### config.mk
export PLATFORM = sky130hd
export DESIGN_NAME = timer_irq_device_flat
export DESIGN_NICKNAME = d
export VERILOG_FILES = /design/src/rtl/timer_irq_device_if.sv /design/src/rtl/timer_irq_device.sv /design/src/flat_wrapper.sv
export SDC_FILE = /design/constraint.sdc
export NUM_CORES = 1
export LEC_CHECK = 0
export BUFFER_PORTS_ARGS = -buffer_cell sky130_fd_sc_hd__buf_2
export CORE_ASPECT_RATIO = 2
export CORE_MARGIN = 5
export CORE_UTILIZATION = 55
export DETAILED_ROUTE_END_ITERATION = 8
export PLACE_DENSITY = 0.78
export SYNTH_ARGS = -nofsm -noshare
export SYNTH_HDL_FRONTEND = slang
export SYNTH_SLANG_ARGS = --single-unit
### constraint.sdc
create_clock -name clk -period 3.4 [get_ports clk]
set_clock_uncertainty 0.15 [all_clocks]
set_input_delay 0.17 -clock clk [delete_from_list [all_inputs] [get_ports clk]]
set_output_delay 0.17 -clock clk [all_outputs]
set_load 0.1 [all_outputs]
### src/rtl/timer_irq_device_if.sv
// ============================================================================
// Module   : timer_irq_device_if
// Brief    : Bridge-side register bus and interrupt line of the countdown timer.
// Revision : 1.0 - initial release
// ============================================================================
`default_nettype none

interface timer_irq_device_if #(
    parameter int CNT_W = 32
);
    logic [1:0]       addr;
    logic             we;
    logic [CNT_W-1:0] wdata;
    logic [CNT_W-1:0] rdata;
    logic             irq;

    modport master (output addr, output we, output wdata, input rdata, input irq);
    modport slave  (input addr, input we, input wdata, output rdata, output irq);
endinterface

`default_nettype wire

### src/rtl/timer_irq_device.sv
// ============================================================================
// Module   : timer_irq_device
// Brief    : Memory-mapped countdown timer raising a maskable one-shot or
//            auto-reload interrupt.
// Revision : 1.0 - initial release
// ============================================================================
`default_nettype none

module timer_irq_device #(
    parameter int               CNT_W      = 32,
    parameter logic [CNT_W-1:0] PRESET_RST = '0
) (
    input  wire logic         clk,
    input  wire logic         reset,
    timer_irq_device_if.slave bus
);

    typedef enum logic [1:0] {
        S_IDLE = 2'd0,
        S_LOAD = 2'd1,
        S_CNT  = 2'd2,
        S_INT  = 2'd3
    } state_t;

    localparam logic [1:0] c_addr_ctrl   = 2'd0;
    localparam logic [1:0] c_addr_preset = 2'd1;
    localparam logic [1:0] c_addr_count  = 2'd2;
    localparam logic [1:0] c_mode_reload = 2'b01;

    state_t           r_state;
    state_t           w_state_nxt;
    logic             r_en;
    logic             w_en_nxt;
    logic [1:0]       r_mode;
    logic             r_im;
    logic             r_flag;
    logic             w_flag_nxt;
    logic [CNT_W-1:0] r_preset;
    logic [CNT_W-1:0] r_count;
    logic [CNT_W-1:0] w_count_nxt;
    logic             w_ctrl_wr;
    logic             w_preset_wr;

    assign w_ctrl_wr   = bus.we && (bus.addr == c_addr_ctrl);
    assign w_preset_wr = bus.we && (bus.addr == c_addr_preset);

    always_ff @(posedge clk) begin
        if (!reset) begin
            r_state  <= S_IDLE;
            r_en     <= 1'b0;
            r_mode   <= 2'b00;
            r_im     <= 1'b0;
            r_flag   <= 1'b0;
            r_preset <= PRESET_RST;
            r_count  <= '0;
        end else begin
            r_state <= w_state_nxt;
            r_en    <= w_en_nxt;
            r_flag  <= w_flag_nxt;
            r_count <= w_count_nxt;
            if (w_ctrl_wr) begin
                r_mode <= bus.wdata[2:1];
                r_im   <= bus.wdata[3];
            end
            if (w_preset_wr) begin
                r_preset <= bus.wdata;
            end
        end
    end

    always_comb begin
        w_state_nxt = r_state;
        w_en_nxt    = r_en;
        w_flag_nxt  = r_flag;
        w_count_nxt = r_count;
        case (r_state)
            S_IDLE: begin
                if (r_en) begin
                    w_state_nxt = S_LOAD;
                end
            end
            S_LOAD: begin
                w_count_nxt = r_preset;
                w_flag_nxt  = 1'b0;
                w_state_nxt = S_CNT;
            end
            S_CNT: begin
                if (!r_en) begin
                    w_state_nxt = S_IDLE;
                end else if (r_count > CNT_W'(1)) begin
                    w_count_nxt = r_count - CNT_W'(1);
                end else begin
                    w_count_nxt = '0;
                    w_state_nxt = S_INT;
                end
            end
            S_INT: begin
                w_flag_nxt = 1'b1;
                if (r_mode == c_mode_reload) begin
                    w_state_nxt = S_LOAD;
                end else begin
                    w_en_nxt    = 1'b0;
                    w_state_nxt = S_IDLE;
                end
            end
            default: w_state_nxt = S_IDLE;
        endcase
        // A CTRL write overrides whatever the state machine did to EN and the flag
        if (w_ctrl_wr) begin
            w_en_nxt   = bus.wdata[0];
            w_flag_nxt = 1'b0;
        end
    end

    always_comb begin
        bus.rdata = '0;
        case (bus.addr)
            c_addr_ctrl:   bus.rdata = {{(CNT_W-4){1'b0}}, r_im, r_mode, r_en};
            c_addr_preset: bus.rdata = r_preset;
            c_addr_count:  bus.rdata = r_count;
            default:       bus.rdata = '0;
        endcase
    end

    assign bus.irq = r_im & r_flag;

endmodule

`default_nettype wire

### src/flat_wrapper.sv
// flat-port wrapper written by rule: the top's interface ports become plain ports
module timer_irq_device_flat 
#(
    parameter int               CNT_W      = 32,
    parameter logic [CNT_W-1:0] PRESET_RST = '0
)
  (clk, reset, bus_addr, bus_we, bus_wdata, bus_rdata, bus_irq);
  timer_irq_device_if #(.CNT_W(CNT_W)) bus_i ();
  input  wire logic clk;
  input  wire logic reset;
  input wire logic [$bits(bus_i.addr)-1:0] bus_addr;
  input wire logic [$bits(bus_i.we)-1:0] bus_we;
  input wire logic [$bits(bus_i.wdata)-1:0] bus_wdata;
  output wire logic [$bits(bus_i.rdata)-1:0] bus_rdata;
  output wire logic [$bits(bus_i.irq)-1:0] bus_irq;
  assign bus_i.addr = bus_addr;
  assign bus_i.we = bus_we;
  assign bus_i.wdata = bus_wdata;
  assign bus_rdata = bus_i.rdata;
  assign bus_irq = bus_i.irq;
  timer_irq_device #(.CNT_W(CNT_W), .PRESET_RST(PRESET_RST)) u_core (.clk(clk), .reset(reset), .bus(bus_i));
endmodule
==> run metrics, run 1 <==
outcome finished clean; Crit path largest cell delay 530 ps; Final setup viols 0; Nets 652; antenna cell count 0; hold depth 3; post-route ant nets 0; Post-CTS Setup Inserts 0; gr usage total 0.314; clk_lat worst skew 330 ps; Crit path max-delay family simple AND/OR/NAND/NOR gates; LEAKAGE 2.07 nW; Mapped Nets 565; EDFF count, synth 0; Seq/Total Area, Yosys 0.360; row cnt 43; synthesized flop and latch total 71; core box area 0.00699 mm²; RD Place Congestion 0.968; CP Data Required Time 3430 ps; initial antenna violation count 0; Worst Reg-to-Reg Cells 7; Tmin final 2870 ps; gr ovfl total 0; Synth Instances 526; placed insts 660; H-tree depth 3; CTS Buffer Depth 2; setup ws final 525 ps; post-synthesis async set-or-reset flop share 0; DRT iter0 DRCs 393; Final period util 0.845; Routed WL 14300 µm; DP Worst Slack 594 ps; yosys warns 0; Finished Layout Cells 707; DIE HEIGHT 130 µm; unrepaired setup endpoints after global routing false; Worst-path clk slew 60 ps; Buffers on Ports 69; pwr/cell area 439 mW/mm²; final hold viol count 0; Crit path depth 7; Synth Area per Inst 7.51 µm²; Synth Flop Type dfxtp_1; peak fanout along the critical path 7; Worst Setup Path Type flip-flop to flip-flop; crit-path most repeated cell or4_1; HPWL after detailed placement 9770 µm; crit path DAT 2910 ps; Clock Sinks 71; TritonCTS Buffers 9; Die Wd 69.9 µm; drt first pass iters 5; Hold WC Path Type input pin to flip-flop; CP max stage cell or4_1; Syn-to-layout area delta 27.0%; Resized cells post-CTS 0; Initial Utilization 0.565; startpoint type of the worst setup path flip-flop; first-pass GRT wire length 22500 µm; IO Pins 70; vias per inst 6.33; cell area after synthesis 0.00395 mm²; Fmax achieved 0.348 GHz; layout cells sized above 1 0.186; maxcap violations 0; crit end category flip-flop; DR WL/cell 20.2 µm; # DRC 0; Buf+Inv Stages, Crit Path 1; Die ar. 0.00908 mm²; Cell Chain, Critical Path or4_1, nor4_1, nand4_1, o21ai_1, buf_4, or4_1, a31oi_1; hold slack 11.5 ps; CTS tree yes; setup TNS 0 ps; worst slew margin relative to its limit 0.340; root buf cell clkbuf_16; largest net degree at the start of global routing 37; Slew Limit Fails 0; vias in the first global route 4440; VDD IR max 0.000353 V; Netlist cell types 58; Vias 4476; Worst-Margin Slew 989 ps
[path summary, 6_finish.rpt]
kind | slack [ps] | end | startpoint
setup / recovery | 530 | u_core.r_count[16] | u_core.r_count[29]
hold / removal | 10 | u_core.r_im | bus_we
setup reg to reg | 530 | u_core.r_count[16] | u_core.r_count[29]
hold reg to reg | 330 | u_core.r_preset[8] | u_core.r_preset[8]
[worst min-delay path, stage by stage]
cell	delay (ps)
buf_2	140
nand3_1	80
a21oi_1	50
[sequential cells by signal, indices dropped and copies added, names as in the netlist]
| register | flops |
|---|---|
| u_core.r_im | 1 |
| u_core.r_en | 1 |
| u_core.r_mode | 2 |
| u_core.r_count | 32 |
| u_core.r_preset | 32 |
| u_core.r_state | 2 |
| u_core.r_flag | 1 |
[cells in the mapped netlist, drive strengths merged (3+ instances only)]
| cell type | n | area share |
|---|---|---|
| nor2b | 7 | 0.011 |
| nor3 | 17 | 0.023 |
| a22o | 29 | 0.064 |
| inv | 7 | 0.0067 |
| o311ai | 3 | 0.0067 |
| a221oi | 3 | 0.0067 |
| mux2i | 6 | 0.015 |
| o22ai | 6 | 0.0095 |
| nor2 | 29 | 0.029 |
| or3 | 8 | 0.013 |
| o21ai | 17 | 0.022 |
| o211ai | 3 | 0.0057 |
| o21a | 3 | 0.0057 |
| buf | 9 | 0.013 |
| dfxtp | 71 | 0.36 |
| and3 | 3 | 0.0048 |
| nand3 | 19 | 0.024 |
| and2 | 4 | 0.0063 |
| mux2 | 3 | 0.0086 |
| o22a | 3 | 0.0067 |
| a21oi | 60 | 0.076 |
| a32oi | 7 | 0.016 |
| nor4 | 13 | 0.021 |
| or4 | 12 | 0.025 |
| clkbuf | 35 | 0.034 |
| a31oi | 10 | 0.016 |
| nand4 | 5 | 0.0079 |
| a32o | 5 | 0.013 |
| nand2 | 105 | 0.10 |
[what timing repair did]
item,4_1_cts,5_1_grt
hold buffers,32,0
endpoints found under the setup margin,0,0
endpoints found under the hold margin,36,0
[logic make-up (layout without fill, tap and decap cells)]
| logic type | after synthesis | in the layout | synth area share |
|---|---|---|---|
| adders and majority gates | 2 | 2 | 0.00634 |
| buffers and inverters | 51 | 142 | 0.0532 |
| xor gates and xnor gates | 2 | 2 | 0.00444 |
| DFF | 71 | 71 | 0.360 |
| muxes | 9 | 9 | 0.0238 |
| and+or+nand+nor | 232 | 232 | 0.285 |
| AOI/OAI and AO/OA | 159 | 159 | 0.267 |
[report_power, final]
group	internal (mW)	total (mW)	leakage [nW]	switching [mW]
Clock	0.658	1.02	0.147	0.364
Sequential	0.851	0.872	0.575	0.0216
Combinational	0.111	0.309	1.34	0.198
Total	1.62	2.20	2.07	0.584
[cells in the final DEF, fill, tap and decap left out, types with 3 or more instances in the layout]
cell,n
nand2_1,105
dfxtp_1,71
buf_2,69
a21oi_1,60
dlygate4sd3_1,32
a22o_1,29
nor2_1,27
nand3_1,19
buf_4,19
o21ai_0,16
nor3_1,16
nor4_1,13
or4_1,10
a31oi_1,10
clkbuf_16,9
or3_1,8
a32oi_1,7
inv_1,6
mux2i_1,6
o22ai_1,6
nand4_1,5
nor2b_1,5
a32o_1,5
and2_1,4
o22a_1,3
o21a_1,3
o311ai_0,3
a221oi_1,3
o211ai_1,3
and3_1,3
clkinvlp_4,3
[area by class of cell]
cell class / count / area (µm²)
Tap cell: 90 / 113
Timing Repair Buffer: 120 / 808
Fill cell: 586 / 1980
Multi-Input combinational cell: 404 / 2320
Clock buffer: 10 / 239
Clock inverter: 5 / 82.6
Sequential cell: 71 / 1420
Inverter: 7 / 26.3
[per-stage QoR]
stage / total power [mW] / instance area [µm²] / util
final: 2.20 / 5010 / 0.717
after floorplan: 1.08 / 3950 / -
after CTS: 2.20 / 5010 / 0.717
after global routing: 2.26 / 5010 / 0.717
after detailed placement: 1.16 / 4370 / 0.625
after global placement: 1.16 / 4370 / 0.625
[layer usage]
layer / up-vias / global-route usage / wire length [µm]
li1: 2107 / - / -
met1: 2104 / 0.333 / 5140
met2: 213 / 0.565 / 7640
met3: 52 / 0.0532 / 772
met4: 0 / 0.211 / 755
met5: - / 0 / 0
(Power assumes the default switching activity.)
==> run 2, diff against run 1 <==
--- a/config.mk
+++ b/config.mk
@@ -5,12 +5,13 @@
 export SDC_FILE = /design/constraint.sdc
 export NUM_CORES = 1
 export LEC_CHECK = 0
+export ABC_AREA = 1
 export BUFFER_PORTS_ARGS = -buffer_cell sky130_fd_sc_hd__buf_2
 export CORE_ASPECT_RATIO = 2
 export CORE_MARGIN = 5
-export CORE_UTILIZATION = 55
+export CORE_UTILIZATION = 52
 export DETAILED_ROUTE_END_ITERATION = 8
-export PLACE_DENSITY = 0.78
+export PLACE_DENSITY = 0.76
 export SYNTH_ARGS = -nofsm -noshare
 export SYNTH_HDL_FRONTEND = slang
 export SYNTH_SLANG_ARGS = --single-unit
==> constraint.sdc (replaced) <==
create_clock -name clk -period 2.6 [get_ports clk]
set_clock_uncertainty 0.15 [all_clocks]
set_input_delay 0.13 -clock clk [delete_from_list [all_inputs] [get_ports clk]]
set_output_delay 0.13 -clock clk [all_outputs]
set_load 0.1 [all_outputs]
==> run 2 against run 1 <==
  * Cell count increased by 23%
  * Utilization decreased by 6.1 points
  * Sequential power increased by 33%
  * Clock-buffer cell count decreased by 1
  * Worst hold slack improved by 89 ps
  * Sequential share of layout area decreased by 1.8 points
  * Combinational power increased to 2.7 times the previous value
  * Worst setup slack got worse by 120 ps
  * First-iteration DRC count decreased by 1.3%
  * Largest power group unchanged
  * Highest routed layer unchanged
==> run metrics, run 2 <==
TritonCTS Buffers 9 (unchanged); Post-Layout Inst Area 0.00536 mm² (+6.9%); Synth Instances 677 (+29%); post-synthesis async set-or-reset flop share 0 (unchanged); Netlist cell types 31 (-47%); Final period util 0.845; Synth Area per Inst 6.37 µm² (-15%); crit-path most repeated cell buf_2; Slew Limit Fails 0 (unchanged); area post-placement 0.00470 mm² (+7.4%); Synth Area in XOR/XNOR 0.0244 (+0.0199); setup TNS 0 ps (unchanged); Final Total Pwr 3.42 mW (+55%); Crit path depth 6 (-1); cell area after synthesis 0.00432 mm² (+9.3%); drt first pass iters 5 (unchanged); most frequent cells in the layout 188 x nand2_1, 81 x inv_1, 71 x dfxtp_1; Fillers 768 (+31%); pwr/cell area 638 mW/mm² (+45%); Initial Utilization 0.528 (-0.0366); Seq/Total Area, Yosys 0.329 (-0.0306); RD Place Congestion 0.989 (+2.1%); worst slew margin relative to its limit 0.542 (+0.202); CTS Buffer Depth 2 (unchanged); DR WL/cell 15.6 µm (-23%); peak fanout along the critical path 18 (+11); maxcap violations 0 (unchanged); synthesized flop and latch total 71 (unchanged); Synth Area in Compound Gates 0.215 (-0.0523); final hold viol count 0 (unchanged); Post-CTS Setup Inserts 0 (unchanged); root buf cell clkbuf_16; first-pass GRT wire length 21900 µm (-2.4%); internal power 2.33 mW (+44%); Worst Reg-to-Reg Cells 11 (+4); Worst Setup Path Type input pin to primary output; Nets 805 (+23%); adder-cell share of the synthesized area 0.00580 (-0.000538); # DRC 0 (unchanged); Fmax achieved 0.455 GHz; VDD IR max 0.000472 V (+34%); count leader, synth nand2_1; vias in the first global route 4779 (+7.6%); DIE HEIGHT 139 µm (+6.9%); H-tree depth 3 (unchanged); gr usage total 0.272 (-0.0420); Die ar. 0.0103 mm² (+14%); vias per inst 5.45 (-14%); Synth Flop Type dfxtp_1; Layout Utilization 0.656 (-0.0609); crit end category primary output; IO Pins 70 (unchanged); Worst-path clk slew 60 ps (about the same); main combinational cell family by area after synthesis simple AND/OR/NAND/NOR gates; LEAKAGE 2.49 nW (+20%); Reg-to-Reg Start u_core.r_count[0]; post-route ant nets 0 (unchanged); CP max stage cell buf_2; Comb pwr share 0.241 (+0.101); antenna cell count 0 (unchanged); startpoint type of the worst setup path input pin; Post-synth top cells 189 x nand2_1, 81 x inv_1, 71 x dfxtp_1; Die Wd 74.4 µm (+6.4%); clk_lat worst skew 340 ps (about the same); Switching Power 1.09 mW (+87%); portion of netlist area occupied by mux cells 0 (-0.0238); commonest non-fill, non-tap cell in the layout nand2_1; Crit path max-delay family buffers and inverters; row cnt 47 (+9.3%); CP Data Required Time 2320 ps (-1110 ps); synth top area cells dfxtp_1 33%, nand2_1 16%, inv_1 7.0%; initial antenna violation count 0 (unchanged); worst hold start bus_we; Critical path origin bus_addr[1]; clock network fraction of design power 0.420 (-0.044); layout cells sized above 1 0.193 (+0.00687); internal reg-to-reg setup slack 500 ps (-30 ps); Worst-Margin Slew 683 ps (-306 ps); Mapped Nets 716 (+27%); DRT iter0 DRCs 388 (-1.3%); crit path DAT 1920 ps (-990 ps); Buffers on Ports 69 (unchanged); area share of the largest cell type after synthesis 0.329 (-0.0306); Flop pwr share 0.340 (-0.056); CTS tree yes; Post-Synth Simple-Gate Area 0.311 (+0.0260); Crit path largest cell delay 460 ps (-70 ps); EDFF count, synth 0 (unchanged); HPWL after detailed placement 9590 µm (-1.8%); Buf+Inv Stages, Crit Path 4 (+3); Routed WL 13600 µm (-5.2%); r2r endpoint u_core.r_count[28]; largest net degree at the start of global routing 65 (+76%); Final setup viols 0 (unchanged); Tmin final 2200 ps; Cell Chain, Critical Path buf_2, nor2_1, inv_1, buf_4, o22ai_1, buf_2; Hold WC Path Type input pin to flip-flop; biggest regs u_core.r_count: 32 flops, u_core.r_preset: 32 flops; core box area 0.00817 mm² (+17%); gr ovfl total 0 (unchanged); yosys warns 0 (unchanged); switching share of power 0.319 (+0.0544); CP endpoint bus_rdata[31]; leading area contributor after synthesis dfxtp_1; Clock Sinks 71 (unchanged); Vias 4739 (+5.9%); unrepaired setup endpoints after global routing false; outcome finished clean; Syn-to-layout area delta 24.3%
==> run 2: changes by cell type after synthesis, moves of 16 or more <==
cell,previous run,this run
inv_1,6,81
nand2_1,105,189
a22o_1,29,0
o21ai_0,16,40
nor2_1,28,60
o22ai_1,6,37
clkbuf_1,34,18
==> run 2: worst min-delay path by stage <==
stage / endpoint / slack (ps) / cells after the start
after floorplan: u_core.r_im / 150 / 2
after global placement: u_core.r_im / 250 / 3
after detailed placement: u_core.r_im / 270 / 3
after CTS: u_core.r_en / 130 / 3
after global routing: u_core.r_mode[0] / 160 / 3
final: u_core.r_en / 100 / 3
==> run 2: metal layers <==
layer,track usage,vias up,wire (µm)
met5,0,-,0
met2,0.499,155,7600
met3,0.0319,49,581
li1,-,2355,-
met4,0.156,0,591
met1,0.281,2180,4800
==> run 2: tightest hold or removal path, stage by stage <==
cell     delay [ps]
buf_2           110
nand2_1         200
a21oi_1         100
==> run 2: stage by stage <==
step / worst slack, ps / cells / hold slack [ps]
5_1_grt: 234 / 869 / 161
4_1_cts: 408 / 869 / 126
2_1_floorplan: -7.23 / 677 / 147
3_5_place_dp: 420 / 821 / 270
3_3_place_gp: 440 / 821 / 250
6_report: 403 / 869 / 101
==> run 2: area by class of cell <==
type,instances,area (µm²),area share
flip-flops and latches,71,1420,0.265
inverters,92,345,0.0644
well taps,98,123,0.0229
clock inverters,7,120,0.0224
repair buffers,109,726,0.135
multi-input cells,483,2400,0.448
clock buffers,9,225,0.0420
==> run 2: power groups by stage <==
stage	logic, mW	registers (mW)	clock network, mW
floorplan	0.602	1.18	0
global placement	0.763	1.18	0
detailed placement	0.776	1.19	0
CTS	0.818	1.16	1.44
global route	0.908	1.17	1.49
finish	0.824	1.16	1.44
==> run 2: timing repair <==
action / in CTS / in global routing
hold buffers: 32 / 0
resized for setup: 0 / 0
endpoints found under the hold margin: 36 / 0
endpoints found under the setup margin: 0 / 0
==> run 2: logic make-up (layout without fill, tap and decap cells) <==
logic type / after synthesis / count (layout)
fa+ha+maj: 2 / 2
buf+inv: 123 / 217
simple gates: 304 / 304
compound gates: 165 / 165
xor+xnor: 12 / 12
flops: 71 / 71
